==> src/rtl/mips_fetch_unit.sv <==
// MIPS instruction-fetch stage: owns the PC, registers the fetched word for decode,
// and applies delayed-branch redirects, stalls and halt-on-jump-to-zero.
module mips_fetch_unit #(
  parameter logic [31:0] RESET_VECTOR = 32'hBFC00000,
  parameter logic [31:0] HALT_ADDR    = 32'h00000000
) (
  input  logic        clk,
  input  logic        reset,
  input  logic        stall,
  output logic [31:0] instr_address,
  input  logic [31:0] instr_readdata,
  input  logic        branch_taken,
  input  logic [31:0] branch_target,
  output logic [31:0] instr_out,
  output logic [31:0] instr_pc,
  output logic        instr_valid,
  output logic        active,
  output logic        addr_error
);

  typedef enum logic [1:0] {RUN, PENDING, HALTED} state_t;

  state_t      state_reg, state_next;
  logic [31:0] pc_reg, pc_next;
  logic [31:0] target_reg, target_next;
  logic [31:0] out_reg, out_next;
  logic [31:0] out_pc_reg, out_pc_next;
  logic        valid_reg, valid_next;
  logic        active_reg, active_next;
  logic        error_reg, error_next;

  logic [31:0] aligned_target;
  logic        misaligned;
  logic [31:0] fetch_next;

  assign aligned_target = {branch_target[31:2], 2'b00};
  assign misaligned     = |branch_target[1:0];

  always_ff @(posedge clk) begin
    if (reset) begin
      state_reg  <= RUN;
      pc_reg     <= RESET_VECTOR;
      target_reg <= '0;
      out_reg    <= '0;
      out_pc_reg <= '0;
      valid_reg  <= 1'b0;
      active_reg <= 1'b1;
      error_reg  <= 1'b0;
    end else begin
      state_reg  <= state_next;
      pc_reg     <= pc_next;
      target_reg <= target_next;
      out_reg    <= out_next;
      out_pc_reg <= out_pc_next;
      valid_reg  <= valid_next;
      active_reg <= active_next;
      error_reg  <= error_next;
    end
  end

  always_comb begin
    state_next  = state_reg;
    pc_next     = pc_reg;
    target_next = target_reg;
    out_next    = out_reg;
    out_pc_next = out_pc_reg;
    valid_next  = valid_reg;
    active_next = active_reg;
    error_next  = error_reg;
    fetch_next  = pc_reg + 32'd4;

    case (state_reg)
      HALTED: begin
        valid_next = 1'b0;
      end
      default: begin
        if (stall) begin
          // A redirect seen during a stall is parked until the pipeline moves again;
          // a second redirect while one is parked belongs to a delay slot and is dropped.
          if (state_reg == RUN && branch_taken) begin
            state_next  = PENDING;
            target_next = aligned_target;
            error_next  = error_reg | misaligned;
          end
        end else begin
          out_next    = instr_readdata;
          out_pc_next = pc_reg;
          valid_next  = 1'b1;
          if (state_reg == PENDING) begin
            fetch_next = target_reg;
            state_next = RUN;
          end else if (branch_taken) begin
            fetch_next = aligned_target;
            error_next = error_reg | misaligned;
          end
          pc_next = fetch_next;
          if (fetch_next == HALT_ADDR) begin
            state_next  = HALTED;
            active_next = 1'b0;
          end
        end
      end
    endcase
  end

  assign instr_address = pc_reg;
  assign instr_out     = out_reg;
  assign instr_pc      = out_pc_reg;
  assign instr_valid   = valid_reg;
  assign active        = active_reg;
  assign addr_error    = error_reg;

endmodule
==> config.mk <==
export PLATFORM = sky130hd
export DESIGN_NAME = mips_fetch_unit
export DESIGN_NICKNAME = d
export VERILOG_FILES = /design/src/rtl/mips_fetch_unit.sv
export SDC_FILE = /design/constraint.sdc
export NUM_CORES = 1
export LEC_CHECK = 0
export BUFFER_PORTS_ARGS = -buffer_cell sky130_fd_sc_hd__buf_2
export CAP_MARGIN = 20
export CORE_MARGIN = 8
export CORE_UTILIZATION = 52
export CTS_CLUSTER_DIAMETER = 60
export DETAILED_ROUTE_END_ITERATION = 8
export GPL_ROUTABILITY_DRIVEN = 0
export PLACE_DENSITY = 0.79
export SYNTH_ARGS = -nofsm -noshare
export SYNTH_HDL_FRONTEND = slang
export SYNTH_SLANG_ARGS = --single-unit
export TNS_END_PERCENT = 100
==> constraint.sdc <==
create_clock -name clk -period 3.7 [get_ports clk]
set_clock_uncertainty 0.15 [all_clocks]
set_input_delay 0.185 -clock clk [delete_from_list [all_inputs] [get_ports clk]]
set_output_delay 0.185 -clock clk [all_outputs]
set_load 0.02 [all_outputs]
==> out/results.ini <==
[run_status]
status = finished, final reports clean

[detailed_routing]
vias = 6831
detail_route.wirelength_mm = 21.5
ant_nets = 0
drt_first_pass_iters = 5
drt_iter0_markers = 801
avgRoutedWirePerCell_um = 18.4
drc = 0
vias_per_cell = 5.83

[floorplanning]
core_mm2 = 0.0114
ioPinCount = 167
placementRows = 39
die_h_um = 124
die-area_mm2 = 0.0153
initial_core_util_pct = 53.0
die_w_um = 124

[logic_synthesis]
ys_seq_area_share_pct = 43.5
netlist_top_cells_area = dfxtp_1 (44%), nand2_1 (15%), a21oi_1 (9.9%), clkbuf_1 (2.7%), o21ai_0 (2.2%)
yosys.area.top_type_share_pct = 43.5
synth_enable_flop_cells = 0
synth-main-ff-cell = dfxtp_1
synth_area_mm2 = 0.00603
avgSynthCellArea_um2 = 7.52
yosysWarnings = 0
async_reset_ff_share_pct = 0
syn_inst = 801
ys_ff_latch = 131
syn_nets = 870
synth_most_common_cell = nand2_1
yosys-top-cells-count = nand2_1 (234), dfxtp_1 (131), a21oi_1 (119), clkbuf_1 (44), nor2_1 (33)
synth_top_cell_by_area = dfxtp_1
ys_types = 62

[timing]
hold-worst-slack_ps = 292
finalCritPeriodShare_pct = 87.8
rsz0062_at_grt = no
timing.final.max_slew_violations = 0
setup_viol = 0
maxSlewHeadroom_pct = 47.7
hold_viol_final = 0
post-route-min-period_ps = 3250
tns_ps = 0
worstMarginPinSlew_ps = 784
fmax_mhz = 308

[global_routing]
grt_pass1_wl_mm = 33.5
grt_max_degree = 55
antenna_found_initial = 0
grt_overflow = 0
first_global_vias = 6469
track_usage_pct = 27.9

[clock_tree]
clock-root-buffer = clkbuf_16
cts_tree = yes
clock_latency_ps = 420
ctsLongestPathBuffers = 2
cts.sinks = 131
cts_buffers = 17
clk_pin_slew_ps = 60
cts_setup_buffers = 0
h-tree-depth = 4

[cells_and_area]
final_area_mm2 = 0.00828
drive_gt1_share_pct = 22.4
filler_cell_count = 846
nets = 1084
syn_to_final_growth_pct = 37.4

[placement]
port-buffer-count = 166
placed_area_mm2 = 0.00690
dpl.hpwl_mm = 13.2

[pwr]
powerDensity_mw_per_mm2 = 471
power_switching_mw = 1.08
pwr-share-seq_pct = 40.5
internal_power_mw = 2.81
pwr-share-comb_pct = 15.1
p_leak_nw = 3.50
p_clk_share_pct = 44.4
vdd_ir_drop_max_mv = 0.417
p_sw_share_pct = 27.8

[job]
cap_viol_max_count = 0

[worst_setup_path]
start_kind = flop
crit_type = flop to flop
critPathRequiredTime_ps = 3870
critPathCaptureType = flop
arrival_ps = 3410
critPathMaxFanout = 8

[worst_hold_path]
hold_class = flop to flop

==> timing repair <==
item | in CTS | in global routing
hold buffers | 76 | 0
setup endpoints to repair | 0 | 0
resized for setup | 0 | 0
endpoints found under the hold margin | 69 | 0
==> layout make-up <==
type,instances,area (µm²),area share [%]
multi-input combinational,599,3120,37.7
sequential,131,2620,31.7
timing repair buffer,258,1710,20.7
clock buffer,19,453,5.47
tap,143,179,2.16
clock inverter,12,158,1.90
inverter,8,30.0,0.363
antenna,2,5.00,0.0605
==> power by group through the flow <==
stage                     Sequential, mW  Combinational (mW)  Clock, mW
final                               1.58               0.591       1.73
after global routing                1.59               0.635       1.81
after CTS                           1.57               0.572       1.74
after detailed placement            1.60               0.507          0
after global placement              1.60               0.503          0
after floorplan                     1.65               0.263          0
==> layout by cell type, fill, tap and decap left out, drive strengths merged, types with 5 or more instances in the layout <==
cell,count
clkbuf,19
nand4,16
nor4,13
a21oi,119
o21ai,27
o21a,6
dfxtp,131
a211oi,13
inv,8
nand3,23
a31oi,7
xnor2,9
and3,5
nor2,33
nand2,234
o211ai,7
nor3,19
buf,182
dlygate4sd3,76
clkinvlp,6
==> path summary, 6_finish.rpt <==
path	startpoint	end	slack [ps]	cells past startpoint
hold / removal	addr_error	addr_error	290	2
setup reg to reg	instr_address[2]	state_reg[0]	450	9
setup / recovery	instr_address[2]	state_reg[0]	450	9
hold reg to reg	addr_error	addr_error	290	2
==> cells by family (layout without fill, tap and decap cells) <==
| group | after synthesis | in the layout | synth area share [%] |
|---|---|---|---|
| adders and majority gates | 1 | 1 | 0.208 |
| buffers and inverters | 71 | 297 | 4.92 |
| DFF | 131 | 131 | 43.5 |
| other | 0 | 2 | 0 |
| and+or+nand+nor | 368 | 368 | 27.3 |
| AOI/OAI and AO/OA | 213 | 213 | 21.5 |
| xor gates and xnor gates | 13 | 13 | 1.89 |
| muxes | 4 | 4 | 0.664 |
==> critical path, cell delays in order (launching register included) <==
cell	delay [ps]
dfxtp_1	470
ha_1	320
nand3_1	280
nor3_1	600
nand3_1	140
a21oi_1	180
o21ai_0	130
nor4_1	310
nand4_1	260
a41o_1	300
==> per-stage QoR <==
stage	setup WS, ps	std cells	utilization (%)	total power, mW
final	452	1172	72.8	3.90
after CTS	572	1170	72.8	3.88
after floorplan	921	801	-	1.91
after detailed placement	601	1063	60.7	2.11
after global routing	179	1170	72.8	4.03
after global placement	705	1063	60.7	2.10
==> per-layer routing <==
layer	vias up	global-route usage (%)	share of wire [%]	routed length (µm)
met5	-	0	0	0
met4	0	14.1	3.7	807
met3	89	9.61	12	2500
met2	444	42.8	46	9910
met1	3082	34.3	39	8310
li1	3216	-	-	-
(Power assumes the default switching activity.)
